<file path="src/rtl/mips_ctrl_pkg.sv">
// Shared definitions for the multi-cycle MIPS control path: opcodes, ALU codes,
// mux-select encodings and the controller state encoding.
package mips_ctrl_pkg;

  // Supported primary opcodes (Instruction[31:26])
  localparam logic [5:0] OP_RTYPE = 6'b000000;
  localparam logic [5:0] OP_LW    = 6'b100011;
  localparam logic [5:0] OP_SW    = 6'b101011;
  localparam logic [5:0] OP_BEQ   = 6'b000100;
  localparam logic [5:0] OP_BNE   = 6'b000101;
  localparam logic [5:0] OP_ADDI  = 6'b001000;
  localparam logic [5:0] OP_J     = 6'b000010;

  // ALU operation codes used outside R-type (R-type passes funct straight through)
  localparam logic [5:0] ALU_ADD  = 6'b100000;
  localparam logic [5:0] ALU_SUB  = 6'b100010;

  // PC source mux
  localparam logic [1:0] PCSRC_ALU    = 2'b00;
  localparam logic [1:0] PCSRC_ALUOUT = 2'b01;
  localparam logic [1:0] PCSRC_JUMP   = 2'b10;

  // ALU B-operand mux
  localparam logic [1:0] SRCB_RT      = 2'b00;
  localparam logic [1:0] SRCB_FOUR    = 2'b01;
  localparam logic [1:0] SRCB_IMM     = 2'b10;
  localparam logic [1:0] SRCB_IMM_SH2 = 2'b11;

  typedef enum logic [3:0] {
    S_FETCH    = 4'd0,
    S_DECODE   = 4'd1,
    S_EXEC_R   = 4'd2,
    S_WB_R     = 4'd3,
    S_EXEC_I   = 4'd4,
    S_WB_I     = 4'd5,
    S_MEM_ADDR = 4'd6,
    S_MEM_RD   = 4'd7,
    S_WB_MEM   = 4'd8,
    S_MEM_WR   = 4'd9,
    S_BRANCH   = 4'd10,
    S_JUMP     = 4'd11
  } state_t;

  // States that hold a memory request until MemReady
  function automatic logic is_wait_state(input state_t s);
    return (s == S_FETCH) || (s == S_MEM_RD) || (s == S_MEM_WR);
  endfunction

  // Opcodes the controller knows how to sequence
  function automatic logic is_supported(input logic [5:0] op);
    return (op == OP_RTYPE) || (op == OP_LW) || (op == OP_SW) || (op == OP_BEQ) ||
           (op == OP_BNE) || (op == OP_ADDI) || (op == OP_J);
  endfunction

endpackage

</file>
<file path="src/rtl/mem_wait_timer.sv">
// Counts stalled cycles of a pending memory request and flags when the wait
// limit is reached. The timeout flag is registered so it shows up as a clean
// one-cycle pulse on the cycle after the give-up decision.
module mem_wait_timer #(
  parameter int WAIT_LIMIT = 16
) (
  input  logic clk,
  input  logic rst,
  input  logic active,
  input  logic ready,
  output logic expire,
  output logic mem_timeout
);

  // Counter only has to reach WAIT_LIMIT-1
  localparam int CW = (WAIT_LIMIT > 2) ? $clog2(WAIT_LIMIT) : 1;
  localparam logic [CW-1:0] LAST = (WAIT_LIMIT > 0) ? CW'(WAIT_LIMIT - 1) : '0;

  logic [CW-1:0] wait_cnt;

  // Give up only on a stalled cycle that already sits at the limit; a ready in
  // that same cycle takes priority.
  assign expire = (WAIT_LIMIT != 0) && active && !ready && (wait_cnt == LAST);

  // Count stalled cycles while the request stays pending, clear on any exit
  always_ff @(posedge clk) begin
    if (rst) begin
      wait_cnt    <= '0;
      mem_timeout <= 1'b0;
    end else begin
      mem_timeout <= expire;
      if (active && !ready && !expire) begin
        wait_cnt <= wait_cnt + CW'(1);
      end else begin
        wait_cnt <= '0;
      end
    end
  end

endmodule

</file>
<file path="src/rtl/multicycle_controller.sv">
// Multi-cycle MIPS control FSM. Sequences fetch/decode/execute/memory/writeback
// over a shared ALU and unified memory. All control outputs are Moore-decoded
// from the state (plus ALUZero in BRANCH and MemReady in the wait states).
module multicycle_controller
  import mips_ctrl_pkg::*;
#(
  parameter int ALUOP_WIDTH = 6,
  parameter int WAIT_LIMIT  = 16,
  parameter int CNT_WIDTH   = 32
) (
  input  logic                   Clk,
  input  logic                   Rst,
  input  logic [31:0]            Instruction,
  input  logic                   ALUZero,
  input  logic                   MemReady,
  output logic                   PCWrite,
  output logic [1:0]             PCSource,
  output logic                   IorD,
  output logic                   MemRead,
  output logic                   MemWrite,
  output logic                   IRWrite,
  output logic                   RegDst,
  output logic                   MemtoReg,
  output logic                   RegWrite,
  output logic                   ALUSrcA,
  output logic [1:0]             ALUSrcB,
  output logic [ALUOP_WIDTH-1:0] ALUOp,
  output logic                   Illegal,
  output logic                   MemTimeout,
  output logic [CNT_WIDTH-1:0]   RetiredCount
);

  localparam logic [ALUOP_WIDTH-1:0] ALUOP_ADD = ALUOP_WIDTH'(ALU_ADD);
  localparam logic [ALUOP_WIDTH-1:0] ALUOP_SUB = ALUOP_WIDTH'(ALU_SUB);

  state_t                 state;
  state_t                 next_state;
  logic [5:0]             opcode;
  logic [5:0]             funct;
  logic                   in_wait;
  logic                   wait_expire;
  logic                   timeout_q;
  logic                   retire;
  logic [CNT_WIDTH-1:0]   retired_q;
  logic                   unused_instr_bits;

  assign opcode            = Instruction[31:26];
  assign funct             = Instruction[5:0];
  assign unused_instr_bits = ^Instruction[25:6];

  // The timer only runs while a request is actually pending
  assign in_wait = !Rst && is_wait_state(state);

  mem_wait_timer #(
    .WAIT_LIMIT(WAIT_LIMIT)
  ) u_wait_timer (
    .clk        (Clk),
    .rst        (Rst),
    .active     (in_wait),
    .ready      (MemReady),
    .expire     (wait_expire),
    .mem_timeout(timeout_q)
  );

  // Timeout pulse is suppressed while reset is held so every output reads 0
  assign MemTimeout   = timeout_q & ~Rst;
  assign RetiredCount = retired_q;

  // State register; reset abandons whatever instruction was in flight
  always_ff @(posedge Clk) begin
    if (Rst) begin
      state <= S_FETCH;
    end else begin
      state <= next_state;
    end
  end

  // Retired-instruction counter, wraps naturally at its width
  always_ff @(posedge Clk) begin
    if (Rst) begin
      retired_q <= '0;
    end else if (retire) begin
      retired_q <= retired_q + CNT_WIDTH'(1);
    end
  end

  // Next-state and control decode; everything defaults to 0 and stays 0 in reset
  always_comb begin
    next_state = state;
    retire     = 1'b0;
    PCWrite    = 1'b0;
    PCSource   = PCSRC_ALU;
    IorD       = 1'b0;
    MemRead    = 1'b0;
    MemWrite   = 1'b0;
    IRWrite    = 1'b0;
    RegDst     = 1'b0;
    MemtoReg   = 1'b0;
    RegWrite   = 1'b0;
    ALUSrcA    = 1'b0;
    ALUSrcB    = SRCB_RT;
    ALUOp      = '0;
    Illegal    = 1'b0;

    if (!Rst) begin
      case (state)
        S_FETCH: begin
          // PC addresses memory while the ALU computes PC+4
          MemRead = 1'b1;
          ALUSrcB = SRCB_FOUR;
          ALUOp   = ALUOP_ADD;
          if (MemReady) begin
            IRWrite    = 1'b1;
            PCWrite    = 1'b1;
            next_state = S_DECODE;
          end else if (wait_expire) begin
            next_state = S_FETCH;
          end
        end

        S_DECODE: begin
          // Speculatively form the branch target into ALUOut
          ALUSrcB = SRCB_IMM_SH2;
          ALUOp   = ALUOP_ADD;
          case (opcode)
            OP_RTYPE:      next_state = S_EXEC_R;
            OP_LW, OP_SW:  next_state = S_MEM_ADDR;
            OP_BEQ, OP_BNE: next_state = S_BRANCH;
            OP_ADDI:       next_state = S_EXEC_I;
            OP_J:          next_state = S_JUMP;
            default: begin
              Illegal    = 1'b1;
              next_state = S_FETCH;
            end
          endcase
        end

        S_EXEC_R: begin
          ALUSrcA    = 1'b1;
          ALUSrcB    = SRCB_RT;
          ALUOp      = ALUOP_WIDTH'(funct);
          next_state = S_WB_R;
        end

        S_WB_R: begin
          RegDst     = 1'b1;
          RegWrite   = 1'b1;
          retire     = 1'b1;
          next_state = S_FETCH;
        end

        S_EXEC_I: begin
          ALUSrcA    = 1'b1;
          ALUSrcB    = SRCB_IMM;
          ALUOp      = ALUOP_ADD;
          next_state = S_WB_I;
        end

        S_WB_I: begin
          RegWrite   = 1'b1;
          retire     = 1'b1;
          next_state = S_FETCH;
        end

        S_MEM_ADDR: begin
          ALUSrcA    = 1'b1;
          ALUSrcB    = SRCB_IMM;
          ALUOp      = ALUOP_ADD;
          next_state = (opcode == OP_SW) ? S_MEM_WR : S_MEM_RD;
        end

        S_MEM_RD: begin
          MemRead = 1'b1;
          IorD    = 1'b1;
          if (MemReady) begin
            next_state = S_WB_MEM;
          end else if (wait_expire) begin
            next_state = S_FETCH;
          end
        end

        S_WB_MEM: begin
          MemtoReg   = 1'b1;
          RegWrite   = 1'b1;
          retire     = 1'b1;
          next_state = S_FETCH;
        end

        S_MEM_WR: begin
          MemWrite = 1'b1;
          IorD     = 1'b1;
          if (MemReady) begin
            retire     = 1'b1;
            next_state = S_FETCH;
          end else if (wait_expire) begin
            next_state = S_FETCH;
          end
        end

        S_BRANCH: begin
          // rs - rt; zero flag decides, polarity picked by BEQ vs BNE
          ALUSrcA    = 1'b1;
          ALUSrcB    = SRCB_RT;
          ALUOp      = ALUOP_SUB;
          PCSource   = PCSRC_ALUOUT;
          PCWrite    = (opcode == OP_BNE) ? !ALUZero : ALUZero;
          retire     = 1'b1;
          next_state = S_FETCH;
        end

        S_JUMP: begin
          PCSource   = PCSRC_JUMP;
          PCWrite    = 1'b1;
          retire     = 1'b1;
          next_state = S_FETCH;
        end

        default: begin
          next_state = S_FETCH;
        end
      endcase
    end
  end

endmodule

</file>
<file path="config.mk">
export PLATFORM = sky130hd
export DESIGN_NAME = multicycle_controller
export DESIGN_NICKNAME = d
export VERILOG_FILES = /design/src/rtl/mips_ctrl_pkg.sv /design/src/rtl/mem_wait_timer.sv /design/src/rtl/multicycle_controller.sv
export SDC_FILE = /design/constraint.sdc
export NUM_CORES = 1
export LEC_CHECK = 0
export ABC_AREA = 1
export ABC_CLOCK_PERIOD_IN_PS = 2700
export CAP_MARGIN = 20
export CORE_MARGIN = 2
export CORE_UTILIZATION = 45
export CTS_CLUSTER_DIAMETER = 80
export DETAILED_ROUTE_END_ITERATION = 10
export GPL_ROUTABILITY_DRIVEN = 0
export PLACE_DENSITY = 0.78
export SYNTH_ARGS = -nofsm -noshare
export SYNTH_HDL_FRONTEND = slang
export SYNTH_SLANG_ARGS = --single-unit
</file>
<file path="constraint.sdc">
create_clock -name Clk -period 2.7 [get_ports Clk]
set_input_delay 0.54 -clock Clk [delete_from_list [all_inputs] [get_ports Clk]]
set_output_delay 0.54 -clock Clk [all_outputs]
set_load 0.01 [all_outputs]
</file>
* Word level (Yosys, flattened, before mapping)
Index checks and enable logic that the tools add are counted.
** Word-level totals
- Flip-flop bits (word level) :: 41
- Bits in latches :: 0
- Memory bits (writable) :: 0
- ROM bits :: 0
- Input bits :: 36
- Output and inout port bits :: 53
- Word-level logic and storage cells :: 88
- Memories kept :: 0
** Operators by class
- Add/sub/neg operators :: 2
- Multipliers :: 0
- Div/mod/pow operators :: 0
- Magnitude comparators :: 0
- Equal/unequal tests :: 18
- Shift-type cells :: 0
- Multiplexer cells :: 38
- Bitwise operators :: 3
- Reduce and logical (&&, ||, !) cells :: 23
** Operators with widths (number)
- adder 32 x 1 -> 32 bit (second input constant) :: 1
- one-hot mux 4 bit (7 select lines) :: 1
- 2-to-1 mux 1 bit :: 23
- equality test 4 bit (second input constant) :: 5
- 2-to-1 mux 4 bit :: 5
- one-hot mux 4 bit (5 select lines) :: 1
- one-hot mux 6 bit (3 select lines) :: 1
- equality test 4 x 3 -> 1 bit (second input constant) :: 4
- equality test 6 x 3 -> 1 bit (second input constant) :: 2
- equality test 6 bit (second input constant) :: 2
- OR reduction 2 bit :: 6
- equality test 4 x 2 -> 1 bit (second input constant) :: 2
- OR reduction 4 bit :: 2
- OR reduction 7 bit :: 1
- equality test 6 x 2 -> 1 bit (second input constant) :: 1
- equality test 6 x 4 -> 1 bit (second input constant) :: 1
- logical NOT 6 bit :: 1
- 2-to-1 mux 6 bit :: 1
- one-hot mux 2 bit (3 select lines) :: 1
- OR reduction 5 bit :: 1
- adder 4 x 1 -> 4 bit (second input constant) :: 1
- equality test 4 x 1 -> 1 bit (second input constant) :: 1
- logical AND 1 bit :: 4
- logical NOT 1 bit :: 4
- 9 further kinds :: 12

* Longest topological paths before layout
- Word-level depth :: 10
- Gate-level depth with buffers :: 11
- Depth with buffers taken out :: 11

* By module
From an unflattened synthesis, not the netlist that was laid out.
** Second synthesis, totals
- Cell total of the unflattened synthesis :: 499
- Area total of the unflattened synthesis :: 2905.3 um2
** Modules (own cells, without submodules)
- multicycle_controller :: instances 1, cells each 469, area each 2678.8 um2, sequential area each 720.7 um2
- mem_wait_timer :: instances 1, cells each 30, area each 226.5 um2, sequential area each 100.1 um2

* Least setup slack after synthesis
No wires, ideal clock.
- Path type :: register to output
- Start point :: reg state[3]
- End point :: out Illegal
- Data arrival time :: 1287 ps
- Data required time :: 2160 ps
- Path slack :: 873 ps
- Cell stages (with the launch flop) :: 6
- Path through :: dfxtp_1 > nor2_1 > inv_1 > nor2_1 > inv_1 > nor4_1
** Between the ends
- Cells in the longest elaborated chain, start to end :: 3
** Ends and longest elaborated chain
- from (decl) :: line multicycle_controller.sv:36 : state_t state;
- from (signal assigned) :: line multicycle_controller.sv:74 : state <= next_state;
- equality test 4 x 1 -> 1 bit :: line multicycle_controller.sv:106 : case (state)
- 2-to-1 mux 1 bit :: line multicycle_controller.sv:106
- 2-to-1 mux 1 bit :: line multicycle_controller.sv:105 : if (!Rst) begin
- to (decl) :: line multicycle_controller.sv:28 : output logic Illegal,
Every way passes these cells.

* Worst setup path in the final report
- Start point :: reg state[2]
- End point :: out ALUOp[5]
** Between the ends
- Cells in the longest elaborated chain, start to end :: 4
- Elaborated cells on any way between the ends :: 9
** Ends and longest elaborated chain
- equality test 4 x 1 -> 1 bit, or another cell as far along :: line multicycle_controller.sv:106
- OR reduction 4 bit (no line)
- one-hot mux 6 bit (3 select lines) * :: line multicycle_controller.sv:106
- 2-to-1 mux 6 bit * :: line multicycle_controller.sv:105
- to (decl) :: line multicycle_controller.sv:27 : output logic [ALUOP_WIDTH-1:0] ALUOp,
Mark *: on every way between the ends. The rest lies on a longest branch, timed or not.

==> flow_summary.toml <==
[drt]
drtIter0Drc = 249
firstDrtPassIters = 5
wl_per_cell_um = 12.2
vias_per_cell = 5.15
wirelength_um = 7950
vias = 3360
drc = 0
drtAntennaViolNets = 0

[timing]
rsz0062_at_grt = "false"
hold_violations = 0
skew_ns = 0.0101
timing.final.crit_share_pct = 95.3
relSlewSlack_pct = 69.3
setup_violations = 0
setup_slack_ns = 0.128
final_max_slew_viol_count = 0
holdWs_ns = 0.450
period_needed_ns = 2.57
clock.fmax_ghz = 0.389
worst_slew_pin_slew_ns = 0.456

[floorplanning]
core-area_um2 = 5990
start_util_pct = 47.2
io-pin-count = 89
dieArea_um2 = 6930
rows = 28
die_h_um = 83.2
die_w_um = 83.2

[worst_setup_path]
r2r_end = "RetiredCount[24]"
slowest_delay_ns = 0.55
crit_family = "buffers and inverters"
worstPathMaxFanout = 4
rrSetupSlack_ns = 0.86
path_common_cell = "nor2_1"
crit_required_ns = 2.16
worstSetupEndpointType = "output pin"
r2r-start = "RetiredCount[0]"
critPathBufInv = 3
crit_type = "reg2out"
reg2regPathDepth = 10
critPathLaunchType = "flip-flop"
cp_slowest_cell = "clkdlybuf4s50_1"
crit_arrival_ns = 2.03
crit_chain = "inv_2 -> nor2_2 -> inv_1 -> nor2_1 -> nor2_1 -> a31oi_1 -> clkdlybuf4s50_1"

[power_and_ir_drop]
p_int_mw = 0.959
clkPwrFrac_pct = 37.4
sw_frac_of_total_pct = 25.5
vdd_drop_max_mv = 0.365
p_seq_share_pct = 48.4
p_leak_nw = 1.39
p_switching_mw = 0.327
p_per_area_nw_per_um2 = 344
power_mw = 1.29
p_comb_share_pct = 14.1

[finish]
fin_util_pct = 62.4
final_layout_size_suffix_gt1_share_pct = 6.76
diodes = 0
final_area_um2 = 3740
syn_to_final_growth_pct = 32.3
fin_nets = 615

[placed_design]
dp_hpwl_um = 6110
placedInstanceArea_um2 = 3630
port_buffers = 68
pre_cts_ws_ns = -0.0644

[run_status]
status = "finished, final reports clean"

[global_route]
antenna_found_initial = 0
grt_pass1_wl_um = 13400
met2_usage_pct = 37.0
grtUsageMet3_pct = 3.68
track_usage_pct = 22.8
grt_max_degree = 22
first_global_vias = 2979
grt_overflow = 0
grt.busiest_layer = "met2"
met1_usage_pct = 31.5

[hold_path]
min_path_cells = 1
hp-class = "reg2reg"
hold_end = "u_wait_timer.wait_cnt[0]"
hold_start = "u_wait_timer.wait_cnt[0]"

[flow_run]
maxCapViolations = 0

[logic_synthesis]
yosys-top-cells-area = "dfxtp_1 (29%), nand2_1 (24%), nor2_1 (14%)"
synthMostInstantiatedCell = "nand2_1"
synthTopCellsByCount = "nand2_1 (182), nor2_1 (105), dfxtp_1 (41)"
syn-cell-area_um2 = 2830
ys_seq_area_share_pct = 29.1
yosys_most_used_dff = "dfxtp_1"
postSynthCellCount = 500
ys_types = 29
ys_ff_latch = 41
ys_async_sr_fraction_pct = 0
synth_warnings = 0
synth.top_cell.area_share_pct = 29.1
synth_edf_count = 0
avgSynthCellArea_um2 = 5.65
synth_fp_nets = 538
synth.largest_area_cell = "dfxtp_1"

[clocking]
clock-sinks = 41
cts_tree = "yes"
clock_latency_ns = 0.30
htreeDepth = 2
cts_made_buffers = 5
path_clk_slew_ns = 0.08
root_buffer = "clkbuf_8"
ctsHoldBuffers = 0
cts.path.max_buffers = 2
==> worst max-delay path by stage <==
stage                    startpoint       end  slack (ns)  cells past startpoint
floorplan                  state[3]   Illegal        0.87                      5
global placement    Instruction[29]   Illegal       -0.06                      8
detailed placement  Instruction[31]   PCWrite       -0.06                      7
CTS                        state[3]  ALUOp[5]        0.08                      7
global route               state[3]  ALUOp[5]       0.006                      7
finish                     state[2]  ALUOp[5]        0.13                      7
==> timing repair <==
| action | 4_1_cts | 5_1_grt |
|---|---|---|
| resized for setup | 3 | 2 |
| setup buffers | 0 | 0 |
| endpoints found under the setup margin | 2 | 2 |
==> cell type report <==
| cell class | instances | area [µm²] |
|---|---|---|
| fill | 574 | 2250 |
| multi-input combinational | 402 | 1780 |
| sequential | 41 | 821 |
| timing repair buffer | 80 | 763 |
| inverter | 47 | 176 |
| tap | 75 | 93.8 |
| clock buffer | 5 | 68.8 |
| clock inverter | 2 | 35.0 |
==> worst reg2reg max path, delay by kind of cell (launching register included) <==
| kind | cells | cell delay [ns] |
|---|---|---|
| AO/OA/AOI/OAI | 1 | 0.05 |
| adder cells (fa/ha/maj) | 1 | 0.31 |
| buffers and inverters | 2 | 0.35 |
| flip-flops | 1 | 0.46 |
| AND/OR/NAND/NOR | 6 | 0.56 |
==> flip-flops by register name, summed over array words and instances (netlist names) <==
name                      flops
state                         4
u_wait_timer.wait_cnt         4
RetiredCount                 32
u_wait_timer.mem_timeout      1
==> metal layers <==
metal	share of wire, %	wire, µm
met3	6.2	493
met4	1.8	141
met5	0	0
met2	46	3650
met1	46	3670
==> power by group through the flow <==
stage                     clock network, mW  registers (mW)  logic (mW)
final                                 0.481           0.623       0.182
after global routing                  0.515           0.624       0.201
after CTS                             0.487           0.622       0.181
after detailed placement                  0           0.637       0.181
after global placement                    0           0.636       0.178
after floorplan                           0           0.635      0.0991
==> cell families (layout without fill, tap and decap cells) <==
group           Yosys count  count (layout)  share of synthesized area (%)
flops                    41              41                           29.1
simple gates            346             346                           50.4
xor+xnor                  9               9                           2.79
compound gates           45              45                           8.68
buf+inv                  57             134                           8.24
fa+ha+maj                 2               2                          0.886
==> metrics by stage <==
| step | instances | TNS (ns) |
|---|---|---|
| 6_report | 652 | 0 |
| 5_1_grt | 652 | 0 |
| 4_1_cts | 652 | 0 |
| 3_5_place_dp | 645 | -0.105 |
| 3_3_place_gp | 645 | -0.0838 |
| 2_1_floorplan | 500 | 0 |
==> cell usage in the layout, fill, tap and decap left out, types with 2 or more instances in the layout <==
master / synthesis / layout
dfxtp_1: 41 / 41
buf_4: 3 / 12
nand4_1: 7 / 7
inv_1: 40 / 40
ha_1: 2 / 2
a21oi_1: 30 / 30
clkdlybuf4s50_1: 0 / 65
a31oi_1: 5 / 5
nand2_2: 2 / 2
inv_2: 7 / 7
nor2_1: 105 / 102
nand2_4: 2 / 2
nand3b_1: 3 / 3
clkbuf_8: 0 / 5
xnor2_1: 3 / 3
nor3_1: 6 / 6
nand3_1: 32 / 32
nand2_1: 182 / 182
nor2_2: 3 / 6
nor2_4: 2 / 2
o21ai_0: 4 / 4
o211ai_1: 3 / 3
dlygate4sd2_1: 0 / 2
xor2_1: 6 / 6
Note: power is estimated with default switching activity, not from simulation.
